[src/rtl/sort_pkg.sv]
// Shared definitions for the sort stream controller: state encoding, pad selection
// and the slot packing helper that matches the sorter tops.
package sort_pkg;

    typedef enum logic [1:0] {
        ST_LOAD  = 2'd0,
        ST_FIRE  = 2'd1,
        ST_WAIT  = 2'd2,
        ST_DRAIN = 2'd3
    } state_t;

    // Pads must sort to the tail under unsigned ordering, so each pad bit
    // equals the sort direction; the caller replicates it across DATA_WIDTH.
    function automatic logic pad_fill(input bit ascending);
        return ascending;
    endfunction

    function automatic int slot_lsb(input int slot, input int data_width);
        return slot * data_width;
    endfunction

endpackage

[src/rtl/sort_frame_buf.sv]
// N-entry frame register array with a single-word write port, a whole-frame parallel
// load, and a packed read bus where slots at or beyond valid_cnt read as the pad value.
module sort_frame_buf
    import sort_pkg::*;
#(
    parameter int LOG_N      = 4,
    parameter int DATA_WIDTH = 32,
    parameter bit PAD_BIT    = 1'b1
) (
    input  logic                          clk,
    input  logic                          wr_en,
    input  logic [LOG_N-1:0]              wr_addr,
    input  logic [DATA_WIDTH-1:0]         wr_data,
    input  logic                          ld_en,
    input  logic [DATA_WIDTH*(1<<LOG_N)-1:0] ld_data,
    input  logic [LOG_N:0]                valid_cnt,
    output logic [DATA_WIDTH*(1<<LOG_N)-1:0] rd_bus
);

    localparam int N  = 1 << LOG_N;
    localparam int CW = LOG_N + 1;

    generate
        for (genvar gi = 0; gi < N; gi++) begin : g_slot
            localparam logic [LOG_N-1:0] ADDR = LOG_N'(gi);
            localparam logic [CW-1:0]    SLOT = CW'(gi);

            logic [DATA_WIDTH-1:0] slot_reg;

            always_ff @(posedge clk) begin
                if (ld_en) begin
                    slot_reg <= ld_data[slot_lsb(gi, DATA_WIDTH) +: DATA_WIDTH];
                end else if (wr_en && (wr_addr == ADDR)) begin
                    slot_reg <= wr_data;
                end
            end

            assign rd_bus[slot_lsb(gi, DATA_WIDTH) +: DATA_WIDTH] =
                (SLOT < valid_cnt) ? slot_reg : {DATA_WIDTH{PAD_BIT}};
        end
    endgenerate

endmodule

[src/rtl/sort_stream_ctrl.sv]
// Frame sequencer between a word-serial stream and a parallel sorting network.
// Optional WAIT watchdog compiled in with `define SORT_CTRL_TIMEOUT_EN.
module sort_stream_ctrl
    import sort_pkg::*;
#(
    parameter int LOG_INPUT_NUM  = 4,
    parameter int DATA_WIDTH     = 32,
    parameter bit ASCENDING      = 1'b1,
    parameter int TIMEOUT_CYCLES = 1024
) (
    input  logic                                   clk,
    input  logic                                   rst,
    input  logic [DATA_WIDTH-1:0]                  s_data,
    input  logic                                   s_valid,
    input  logic                                   s_last,
    output logic                                   s_ready,
    output logic [DATA_WIDTH-1:0]                  m_data,
    output logic                                   m_valid,
    output logic                                   m_last,
    input  logic                                   m_ready,
    output logic [DATA_WIDTH*(1<<LOG_INPUT_NUM)-1:0] sort_x,
    output logic                                   sort_x_valid,
    input  logic [DATA_WIDTH*(1<<LOG_INPUT_NUM)-1:0] sort_y,
    input  logic                                   sort_y_valid,
    output logic                                   busy,
    output logic                                   done,
    output logic                                   err
);

    localparam int            N        = 1 << LOG_INPUT_NUM;
    localparam int            CW       = LOG_INPUT_NUM + 1;
    localparam logic [CW-1:0] LAST_IDX = CW'(N - 1);
    localparam logic [CW-1:0] FULL_CNT = CW'(N);

    state_t              state_reg, state_next;
    logic [CW-1:0]       wr_cnt_reg, wr_cnt_next;
    logic [CW-1:0]       rd_cnt_reg, rd_cnt_next;
    logic [CW-1:0]       count_reg, count_next;
    logic [DATA_WIDTH*N-1:0] obuf_bus;
    logic                timeout;
    logic                y_take;

    assign s_ready      = !rst && (state_reg == ST_LOAD);
    assign sort_x_valid = !rst && (state_reg == ST_FIRE);
    assign m_valid      = !rst && (state_reg == ST_DRAIN);
    assign busy         = !rst && (state_reg != ST_LOAD);
    assign m_last       = m_valid && (rd_cnt_reg == count_reg - CW'(1));
    assign done         = m_valid && m_ready && m_last;
    assign y_take       = (state_reg == ST_WAIT) && sort_y_valid;
    assign err          = timeout;

    // The load buffer is only written in LOAD, so sort_x stays stable from FIRE
    // until the result is captured even if the sorter samples it late.
    sort_frame_buf #(
        .LOG_N      (LOG_INPUT_NUM),
        .DATA_WIDTH (DATA_WIDTH),
        .PAD_BIT    (pad_fill(ASCENDING))
    ) u_load_buf (
        .clk       (clk),
        .wr_en     (s_ready && s_valid),
        .wr_addr   (wr_cnt_reg[LOG_INPUT_NUM-1:0]),
        .wr_data   (s_data),
        .ld_en     (1'b0),
        .ld_data   ('0),
        .valid_cnt (count_reg),
        .rd_bus    (sort_x)
    );

    sort_frame_buf #(
        .LOG_N      (LOG_INPUT_NUM),
        .DATA_WIDTH (DATA_WIDTH),
        .PAD_BIT    (pad_fill(ASCENDING))
    ) u_out_buf (
        .clk       (clk),
        .wr_en     (1'b0),
        .wr_addr   ('0),
        .wr_data   ('0),
        .ld_en     (y_take),
        .ld_data   (sort_y),
        .valid_cnt (FULL_CNT),
        .rd_bus    (obuf_bus)
    );

    always_comb begin
        m_data = '0;
        for (int i = 0; i < N; i++) begin
            if (int'(rd_cnt_reg) == i) begin
                m_data = obuf_bus[slot_lsb(i, DATA_WIDTH) +: DATA_WIDTH];
            end
        end
    end

`ifdef SORT_CTRL_TIMEOUT_EN
    localparam int TW = $clog2(TIMEOUT_CYCLES + 1);

    logic [TW-1:0] wd_cnt_reg;

    always_ff @(posedge clk) begin
        if (rst || (state_reg != ST_WAIT)) begin
            wd_cnt_reg <= '0;
        end else begin
            wd_cnt_reg <= wd_cnt_reg + TW'(1);
        end
    end

    assign timeout = !rst && (state_reg == ST_WAIT) && !sort_y_valid &&
                     (wd_cnt_reg == TW'(TIMEOUT_CYCLES - 1));
`else
    // Watchdog compiled out: the comparison is always false for a valid limit.
    assign timeout = (TIMEOUT_CYCLES < 0);
`endif

    always_ff @(posedge clk) begin
        if (rst) begin
            state_reg  <= ST_LOAD;
            wr_cnt_reg <= '0;
            rd_cnt_reg <= '0;
            count_reg  <= '0;
        end else begin
            state_reg  <= state_next;
            wr_cnt_reg <= wr_cnt_next;
            rd_cnt_reg <= rd_cnt_next;
            count_reg  <= count_next;
        end
    end

    always_comb begin
        state_next  = state_reg;
        wr_cnt_next = wr_cnt_reg;
        rd_cnt_next = rd_cnt_reg;
        count_next  = count_reg;
        case (state_reg)
            ST_LOAD: begin
                if (s_valid) begin
                    wr_cnt_next = wr_cnt_reg + CW'(1);
                    if (s_last || (wr_cnt_reg == LAST_IDX)) begin
                        count_next = wr_cnt_reg + CW'(1);
                        state_next = ST_FIRE;
                    end
                end
            end
            ST_FIRE: begin
                state_next = ST_WAIT;
            end
            ST_WAIT: begin
                if (sort_y_valid) begin
                    rd_cnt_next = '0;
                    state_next  = ST_DRAIN;
                end else if (timeout) begin
                    wr_cnt_next = '0;
                    rd_cnt_next = '0;
                    count_next  = '0;
                    state_next  = ST_LOAD;
                end
            end
            ST_DRAIN: begin
                if (m_ready) begin
                    rd_cnt_next = rd_cnt_reg + CW'(1);
                    if (m_last) begin
                        wr_cnt_next = '0;
                        state_next  = ST_LOAD;
                    end
                end
            end
            default: state_next = ST_LOAD;
        endcase
    end

endmodule

[config.mk]
export PLATFORM = sky130hd
export DESIGN_NAME = sort_stream_ctrl
export DESIGN_NICKNAME = d
export VERILOG_FILES = /design/src/rtl/sort_pkg.sv /design/src/rtl/sort_frame_buf.sv /design/src/rtl/sort_stream_ctrl.sv
export SDC_FILE = /design/constraint.sdc
export NUM_CORES = 1
export LEC_CHECK = 0
export BUFFER_PORTS_ARGS = -buffer_cell sky130_fd_sc_hd__buf_2
export CAP_MARGIN = 20
export CORE_AREA = 2 2 433 435
export DETAILED_ROUTE_END_ITERATION = 6
export DIE_AREA = 0 0 435 437
export PLACE_DENSITY = 0.53
export SLEW_MARGIN = 20
export SYNTH_ARGS = -nofsm -noshare
export SYNTH_HDL_FRONTEND = slang
export SYNTH_SLANG_ARGS = --single-unit
[constraint.sdc]
create_clock -name clk -period 12.4 [get_ports clk]
set_clock_uncertainty 0.2 [all_clocks]
set_input_delay 0.62 -clock clk [delete_from_list [all_inputs] [get_ports clk]]
set_output_delay 0.62 -clock clk [all_outputs]
set_load 0.03 [all_outputs]
==> impl_table.tex, run 1 <==
\begin{tabular}{lr}
\hline
Metric & Value \\
\hline
\multicolumn{2}{l}{\textbf{Floorplanning}} \\
DIE WIDTH & 435 um \\
Number of placement rows & 158 \\
Y dimension of the die & 437 um \\
\# IOs & 1101 \\
Total die area & 190100 um2 \\
Initial cell density of the core & 22.22\% \\
Placeable core region & 185000 um2 \\
\multicolumn{2}{l}{\textbf{Route}} \\
Count of routing violations after the opening detailed-route iteration & 2390 \\
Remaining antenna violation count after routing & 0 \\
DRC violations left & 0 \\
Vias per inst & 4.451 \\
Final wirelength & 177700 um \\
Vias after detailed routing & 30750 \\
Average wire length per cell after detail routing & 25.73 um \\
Iteration count of the initial detailed-routing pass & 5 \\
\multicolumn{2}{l}{\textbf{Min path}} \\
Hold path startpoint & rst \\
Tightest Hold Check Type & in -> reg \\
\multicolumn{2}{l}{\textbf{CTS}} \\
Largest buffer count on any clock path & 3 \\
Count of clock tree sinks & 1041 \\
Post-cts repair resize count & 0 \\
Post-CTS Setup Inserts & 0 \\
H-tree depth & 3 \\
Clock latency at the later pin of the worst-skew pair & 0.75 ns \\
Clock tree root driver cell & sky130\_fd\_sc\_hd\_\_clkbuf\_16 \\
Clock tree from TritonCTS & yes \\
Clock transition at path regs & 0.06 ns \\
CTS Buf Count & 115 \\
\multicolumn{2}{l}{\textbf{Critical path}} \\
Standard cell with the maximum stage delay on the critical path & sky130\_fd\_sc\_hd\_\_nor3\_4 \\
Kind of launch point of the worst setup path & flop \\
First element of the critical path & rd\_cnt\_reg[0] \\
Total buffers and inverters traversed by the critical path & 4 \\
FF-to-FF Start & state\_reg[0] \\
Arr. time, crit path & 5.24 ns \\
Endpoint type of the worst setup path & primary output \\
Crit path kind & reg -> out \\
Crit path required time & 11.58 ns \\
Cells traversed along the worst timing path & inv\_1 > ha\_2 > buf\_4 > clkinv\_1 > nor3\_4 > a221oi\_1 > o211ai\_1 > a22o\_1 > buf\_2 \\
Critical path fanouts, max & 26 \\
Delay of the slowest cell on the worst path & 1.02 ns \\
Crit-path leading delay family & buffers and inverters \\
\multicolumn{2}{l}{\textbf{STA}} \\
Endpoints failing setup & 0 \\
Final Hold Violating Endpoints & 0 \\
Final hold slack & 0.1146 ns \\
Transition time at the pin with the least slew margin & 1.110 ns \\
Relative max-transition margin & 25.47\% \\
Final period utilization & 48.91\% \\
RSZ-0062 raised after global routing & no \\
Achievable frequency & 164.9 MHz \\
Setup total negative slack & 0 ns \\
Final max-slew violation count & 0 \\
Period minus WS final & 6.065 ns \\
\multicolumn{2}{l}{\textbf{Yosys}} \\
Synthesized-area fraction occupied by and/or/nand/nor cells & 13.42\% \\
Primary flip-flop cell chosen by synthesis mapping & sky130\_fd\_sc\_hd\_\_edfxtp\_1 \\
Synth unique cells & 79 \\
Dominant cells by area after synthesis & sky130\_fd\_sc\_hd\_\_edfxtp\_1, sky130\_fd\_sc\_hd\_\_or2\_2, sky130\_fd\_sc\_hd\_\_nand2b\_1, sky130\_fd\_sc\_hd\_\_a21oi\_1, sky130\_fd\_sc\_hd\_\_clkbuf\_1 \\
Per-instance average area after synthesis & 15.28 um2 \\
Cell taking the most area after synthesis & sky130\_fd\_sc\_hd\_\_edfxtp\_1 \\
Mapped Area & 41110 um2 \\
Number of flops mapped to enable cells by yosys & 1024 \\
Combinational family with the most area after synthesis & simple AND/OR/NAND/NOR gates \\
Share of synthesized area spent on multiplexers & 0.1309\% \\
Part of the Yosys area used for sequential elements & 75.63\% \\
Synthesized-area fraction occupied by adder cells & 0.4870\% \\
Number of standard cells after synthesis & 2691 \\
Share of async-settable or async-resettable flops after synthesis & 0\% \\
Portion of synthesized cell area occupied by the leading cell type & 74.80\% \\
Warnings, synthesis & 0 \\
Xor and xnor area share after synthesis & 0.1917\% \\
Yosys reg bits & 1041 \\
Fraction of the mapped netlist area in compound gates & 8.065\% \\
Post-Synthesis Net Count & 3257 \\
\multicolumn{2}{l}{\textbf{Place}} \\
Standard cell area after detailed placement & 49880 um2 \\
Final HPWL from detailed placement & 126200 um \\
DP Cell Count & 6159 \\
Number of buffers inserted by port buffering & 1099 \\
RePlAce Congestion & 0.8923 \\
\multicolumn{2}{l}{\textbf{GRT}} \\
Global-route wire length before repair & 241700 um \\
Maximum number of pins on one net before global-route repair & 128 \\
Tot GR Track Use & 17.99\% \\
Vias in the first global route & 30390 \\
Antenna violations before repair & 23 \\
Total congestion overflow after global routing & 0 \\
\multicolumn{2}{l}{\textbf{Power and ir drop}} \\
Power per unit of standard cell area & 168.0 nW/um2 \\
Peak supply drop & 0.1099 mV \\
P\_leak & 20.21 nW \\
\multicolumn{2}{l}{\textbf{Finish}} \\
Fillers & 18490 \\
Fraction of final layout cells with drive strength greater than 1 & 39.89\% \\
Post-layout net count & 4874 \\
Storage element area & 31100 um2 \\
Summed area of non-filler cells in the final layout & 58780 um2 \\
Final non-filler cell total & 6908 \\
Synthesis-to-layout area growth & 42.98\% \\
Area occupied by multi-input gates & 9615 um2 \\
\multicolumn{2}{l}{\textbf{Job}} \\
Total of max-cap violations & 0 \\
\multicolumn{2}{l}{\textbf{Status}} \\
Outcome & finished, final reports clean \\
\hline
\end{tabular}
-- logic make-up (layout without fill, tap and decap cells) --
logic type	after synthesis	in the layout
fa+ha+maj	16	16
flops	1041	1041
simple gates	961	961
buf+inv	195	1904
xor+xnor	9	9
mux	5	5
compound gates	463	463
other cells	1	29
-- timing repair --
action,CTS,global route
hold buffers,512,0
setup endpoints to repair,0,0
endpoints found under the hold margin,512,0
-- per-stage QoR --
stage / total power, mW / util [%] / setup WS (ns)
detailed placement: 6.413 / 26.96 / 6.958
floorplan: 5.563 / - / 4.737
global route: 10.23 / 31.75 / 6.008
CTS: 10.00 / 31.73 / 6.080
finish: 9.876 / 31.77 / 6.335
global placement: 6.414 / 26.95 / 7.044
-- worst reg2reg max path, stage by stage (launching register included) --
cell	delay [ns]
sky130_fd_sc_hd__dfxtp_1	0.32
sky130_fd_sc_hd__inv_1	0.11
sky130_fd_sc_hd__ha_1	0.25
sky130_fd_sc_hd__and2_4	0.37
sky130_fd_sc_hd__buf_4	0.82
sky130_fd_sc_hd__buf_12	0.62
sky130_fd_sc_hd__buf_4	1.08
-- per-layer routing --
layer / global-route usage (%) / part of all wire (%) / vias to the layer above
met4: 6.356 / 3.4 / 0
met1: 21.03 / 38 / 15270
li1: - / - / 13400
met3: 3.711 / 7.2 / 311
met5: 0 / 0 / -
met2: 32.42 / 51 / 1768
-- where the power goes --
group / internal [mW] / total, mW / switching, mW
logic: 0.629 / 2.16 / 1.53
clock network: 1.96 / 3.42 / 1.46
registers: 4.17 / 4.30 / 0.124
total: 6.76 / 9.88 / 3.12
-- final timing paths --
path	to	slack [ns]	depth (start not counted)
worst max-delay path	m_data[26]	6.34	9
worst min-delay path	rd_cnt_reg[4]	0.11	2
worst max register to register	u_out_buf.g_slot[1].slot_reg[22]	8.21	6
worst min register to register	wr_cnt_reg[1]	0.35	2
-- Yosys cell counts, types with 10 or more instances --
cell,number
sky130_fd_sc_hd__nor2_1,110
sky130_fd_sc_hd__a221o_1,35
sky130_fd_sc_hd__a21oi_1,92
sky130_fd_sc_hd__buf_2,37
sky130_fd_sc_hd__o211ai_1,14
sky130_fd_sc_hd__nor2b_1,53
sky130_fd_sc_hd__clkbuf_1,116
sky130_fd_sc_hd__a311oi_1,14
sky130_fd_sc_hd__o32ai_1,11
sky130_fd_sc_hd__nand3_1,27
sky130_fd_sc_hd__dfxtp_1,17
sky130_fd_sc_hd__or2_2,356
sky130_fd_sc_hd__a211oi_1,10
sky130_fd_sc_hd__a221oi_1,26
sky130_fd_sc_hd__edfxtp_1,1024
sky130_fd_sc_hd__o21ai_0,74
sky130_fd_sc_hd__nand2_1,108
sky130_fd_sc_hd__nand2b_1,177
sky130_fd_sc_hd__o22ai_1,18
sky130_fd_sc_hd__ha_1,16
sky130_fd_sc_hd__o31ai_1,22
sky130_fd_sc_hd__or3_1,15
sky130_fd_sc_hd__nor3_1,57
sky130_fd_sc_hd__a21o_1,18
sky130_fd_sc_hd__inv_1,20
sky130_fd_sc_hd__a31oi_1,14
sky130_fd_sc_hd__o221ai_1,26
sky130_fd_sc_hd__o2111ai_1,15
-- final cells by class --
cell class,instances,area share (%)
diodes,28,0.1192
clock buffers,140,5.126
clock inverters,69,1.171
inverters,21,0.1341
multi-input cells,1455,16.36
flip-flops and latches,1041,52.90
well taps,2480,5.279
repair buffers,1674,18.91
-- placed cells by master, fill, tap and decap left out, types with 14 or more instances in the layout --
cell type                          n
sky130_fd_sc_hd__or2_2           356
sky130_fd_sc_hd__diode_2          28
sky130_fd_sc_hd__o22ai_1          18
sky130_fd_sc_hd__dlygate4sd3_1   512
sky130_fd_sc_hd__a221oi_1         26
sky130_fd_sc_hd__o221ai_1         26
sky130_fd_sc_hd__edfxtp_1       1024
sky130_fd_sc_hd__clkinv_1         21
sky130_fd_sc_hd__a221o_1          35
sky130_fd_sc_hd__nor2_1           95
sky130_fd_sc_hd__nand2b_1        177
sky130_fd_sc_hd__a311oi_1         14
sky130_fd_sc_hd__o21ai_0          73
sky130_fd_sc_hd__o211ai_1         14
sky130_fd_sc_hd__clkbuf_1         22
sky130_fd_sc_hd__inv_1            19
sky130_fd_sc_hd__clkinv_2         19
sky130_fd_sc_hd__nand2_1         107
sky130_fd_sc_hd__buf_2          1099
sky130_fd_sc_hd__buf_4            61
sky130_fd_sc_hd__nand3_1          27
sky130_fd_sc_hd__a21oi_1          88
sky130_fd_sc_hd__clkbuf_16       116
sky130_fd_sc_hd__nor2b_1          53
sky130_fd_sc_hd__nor2_4           15
sky130_fd_sc_hd__or3_1            15
sky130_fd_sc_hd__nor3_1           53
sky130_fd_sc_hd__a21o_1           17
sky130_fd_sc_hd__o2111ai_1        15
sky130_fd_sc_hd__o31ai_1          20
Power figures use the tool's default switching activity.
==> inputs of run 2 (changes only) <==
--- a/config.mk
+++ b/config.mk
@@ -7,10 +7,10 @@
 export LEC_CHECK = 0
 export BUFFER_PORTS_ARGS = -buffer_cell sky130_fd_sc_hd__buf_2
 export CAP_MARGIN = 20
-export CORE_AREA = 2 2 433 435
+export CORE_AREA = 2 2 425 427
 export DETAILED_ROUTE_END_ITERATION = 6
-export DIE_AREA = 0 0 435 437
-export PLACE_DENSITY = 0.53
+export DIE_AREA = 0 0 427 429
+export PLACE_DENSITY = 0.52
 export SLEW_MARGIN = 20
 export SYNTH_ARGS = -nofsm -noshare
 export SYNTH_HDL_FRONTEND = slang
==> constraint.sdc (replaced) <==
create_clock -name clk -period 5.6 [get_ports clk]
set_clock_uncertainty 0.2 [all_clocks]
set_input_delay 0.28 -clock clk [delete_from_list [all_inputs] [get_ports clk]]
set_output_delay 0.28 -clock clk [all_outputs]
set_load 0.03 [all_outputs]
==> impl_table.tex, run 2 (synthesized netlist as in run 1, its figures left out) <==
\begin{tabular}{lr}
\hline
Metric & Value \\
\hline
\multicolumn{2}{l}{\textbf{CTS}} \\
Clock tree root driver cell & sky130\_fd\_sc\_hd\_\_clkbuf\_16 \\
H-tree depth & 3 (unchanged) \\
Count of clock tree sinks & 1041 (unchanged) \\
Clock transition at path regs & 0.06 ns (about the same) \\
CTS Buf Count & 112 (-2.6\%) \\
Clock tree from TritonCTS & yes \\
Largest buffer count on any clock path & 3 (unchanged) \\
Clock latency at the later pin of the worst-skew pair & 0.76 ns (about the same) \\
\multicolumn{2}{l}{\textbf{GRT}} \\
Global-route wire length before repair & 247300 um (+2.3\%) \\
Vias in the first global route & 33040 (+8.7\%) \\
Total congestion overflow after global routing & 0 (unchanged) \\
M2 GR Usage & 35.30\% (+2.9 points) \\
Tot GR Track Use & 19.08\% (+1.1 points) \\
Most heavily used metal layer in global routing & met2 \\
Antenna violations before repair & 42 (+83\%) \\
Met3 global-route usage & 3.457\% (-0.25 points) \\
Maximum number of pins on one net before global-route repair & 126 (-1.6\%) \\
Met1 Resource Use GR & 21.06\% (+0.031 points) \\
\multicolumn{2}{l}{\textbf{Critical path}} \\
FF-to-FF Start & count\_reg[1] \\
First element of the critical path & rd\_cnt\_reg[0] \\
Crit-path leading delay family & compound AO/OA/AOI/OAI gates \\
Count of cells along the worst register-to-register path & 8 (+2) \\
Critical path fanouts, max & 17 (-35\%) \\
Delay of the slowest cell on the worst path & 0.82 ns (-0.20 ns) \\
Kind of launch point of the worst setup path & flop \\
Total buffers and inverters traversed by the critical path & 3 (-1) \\
Crit path required time & 5.12 ns (-6.46 ns) \\
Endpoint type of the worst setup path & primary output \\
Crit. path cell count & 9 (unchanged) \\
Crit path kind & reg -> out \\
Standard cell with the maximum stage delay on the critical path & sky130\_fd\_sc\_hd\_\_a211oi\_4 \\
Arr. time, crit path & 4.74 ns (-0.50 ns) \\
Cells traversed along the worst timing path & inv\_1 > ha\_2 > nand2\_2 > a211oi\_4 > buf\_4 > a221o\_1 > a221oi\_1 > o31ai\_1 > buf\_2 \\
\multicolumn{2}{l}{\textbf{Route}} \\
Average wire length per cell after detail routing & 25.19 um (-2.1\%) \\
DRC violations left & 1 (+1) \\
Count of routing violations after the opening detailed-route iteration & 3195 (+34\%) \\
Vias per inst & 4.517 (+1.5\%) \\
Final wirelength & 183200 um (+3.1\%) \\
Iteration count of the initial detailed-routing pass & 7 (+2) \\
Remaining antenna violation count after routing & 0 (unchanged) \\
Vias after detailed routing & 32840 (+6.8\%) \\
\multicolumn{2}{l}{\textbf{STA}} \\
Transition time at the pin with the least slew margin & 1.099 ns (-0.01131 ns) \\
Least setup slack across all paths after layout & 0.3763 ns (-5.959 ns) \\
Setup total negative slack & 0 ns (unchanged) \\
Relative max-transition margin & 26.63\% (+1.2 points) \\
Final max-slew violation count & 0 (unchanged) \\
Final period utilization & 93.28\% \\
RSZ-0062 raised after global routing & no \\
Endpoints failing setup & 0 (unchanged) \\
Period minus WS final & 5.224 ns \\
Achievable frequency & 191.4 MHz \\
Final Hold Violating Endpoints & 0 (unchanged) \\
\multicolumn{2}{l}{\textbf{Min path}} \\
Tightest Hold Check Type & in -> reg \\
Cell depth of the worst hold path & 2 (unchanged) \\
Hold path startpoint & sort\_y[501] \\
\multicolumn{2}{l}{\textbf{Power and ir drop}} \\
Power per unit of standard cell area & 348.0 nW/um2 (+110\%) \\
Share of total power consumed by net switching & 31.85\% (+0.31 points) \\
Part of the total power dissipated in combinational logic & 23.3\% (+1.4 points) \\
Part of the total power dissipated in sequential elements & 43.2\% (-0.3 points) \\
Share of total power in the clock network & 33.5\% (-1.1 points) \\
Total net switching power & 7.023 mW (+130\%) \\
P\_leak & 22.15 nW (+9.6\%) \\
Peak supply drop & 0.2894 mV (+160\%) \\
Internal power & 15.03 mW (+120\%) \\
\multicolumn{2}{l}{\textbf{Place}} \\
Number of buffers inserted by port buffering & 1099 (unchanged) \\
RePlAce Congestion & 0.9123 (+2.2\%) \\
Post-place setup slack & 0.6198 ns (-6.338 ns) \\
Standard cell area after detailed placement & 49800 um2 (-0.16\%) \\
Final HPWL from detailed placement & 126400 um (+0.19\%) \\
\multicolumn{2}{l}{\textbf{Finish}} \\
Most common cell after layout, fill and taps aside & sky130\_fd\_sc\_hd\_\_buf\_2 \\
Summed area of non-filler cells in the final layout & 63360 um2 (+7.8\%) \\
Commonest cells after routing, fill and taps aside & sky130\_fd\_sc\_hd\_\_buf\_2, sky130\_fd\_sc\_hd\_\_edfxtp\_1, sky130\_fd\_sc\_hd\_\_dlygate4sd3\_1 \\
Synthesis-to-layout area growth & 54.12\% \\
Post-layout net count & 5347 (+9.7\%) \\
Fraction of final layout cells with drive strength greater than 1 & 35.87\% (-4.0 points) \\
\multicolumn{2}{l}{\textbf{Floorplanning}} \\
Placeable core region & 178000 um2 (-3.8\%) \\
Total die area & 183200 um2 (-3.6\%) \\
DIE WIDTH & 427 um (-1.8\%) \\
Number of placement rows & 155 (-1.9\%) \\
Initial cell density of the core & 23.09\% (+0.87 points) \\
Y dimension of the die & 429 um (-1.8\%) \\
\# IOs & 1101 (unchanged) \\
\multicolumn{2}{l}{\textbf{Status}} \\
Violations in the final reports & DRC \\
Outcome & finished with violations \\
\multicolumn{2}{l}{\textbf{Job}} \\
Total of max-cap violations & 0 (unchanged) \\
\hline
\end{tabular}
==> run 2: layout make-up <==
class,count,area [um2]
multi-input cells,1455,9615
clock inverters,71,714.4
fillers,17070,114700
flip-flops and latches,1041,31090
clock buffers,132,2878
diodes,46,115.1
well taps,2355,2947
inverters,21,78.83
repair buffers,2150,15920
==> run 2: stage by stage <==
step / hold WS, ns / std cells / util, % / power, mW
after floorplan: 0.1789 / 2691 / - / 12.24
after global placement: 0.2576 / 6037 / 27.96 / 14.30
after detailed placement: 0.2581 / 6038 / 27.97 / 14.30
after CTS: 0.0002860 / 7224 / 35.52 / 22.21
after global routing: 0.02303 / 7258 / 35.57 / 22.77
final: 0.06737 / 7271 / 35.59 / 22.05
==> run 2: timing repair <==
action / 4_1_cts / 5_1_grt
endpoints found under the setup margin: 1 / 0
gates resized for setup: 0 / 0
hold buffers: 982 / 0
setup buffers: 1 / 0
hold endpoints to repair: 1041 / 0
==> run 2: final timing paths <==
path | endpoint | slack, ns
setup / recovery | m_data[31] | 0.38
hold / removal | u_out_buf.g_slot[15].slot_reg[21] | 0.07
setup reg to reg | wr_cnt_reg[2] | 2.12
hold reg to reg | wr_cnt_reg[1] | 0.34
==> run 2: metal layers <==
metal  vias up  routed length, um
met4         4               8606
li1      14370                  -
met1     16130              66370
met2      1914              95310
met5         -                 32
met3       426              12870
==> run 2: power by group through the flow <==
stage / sequential, mW / clock, mW / combinational (mW)
after floorplan: 9.57 / 0 / 2.67
after global placement: 9.67 / 0 / 4.63
after detailed placement: 9.65 / 0 / 4.64
after CTS: 9.50 / 7.51 / 5.19
after global routing: 9.54 / 7.80 / 5.43
final: 9.52 / 7.39 / 5.14
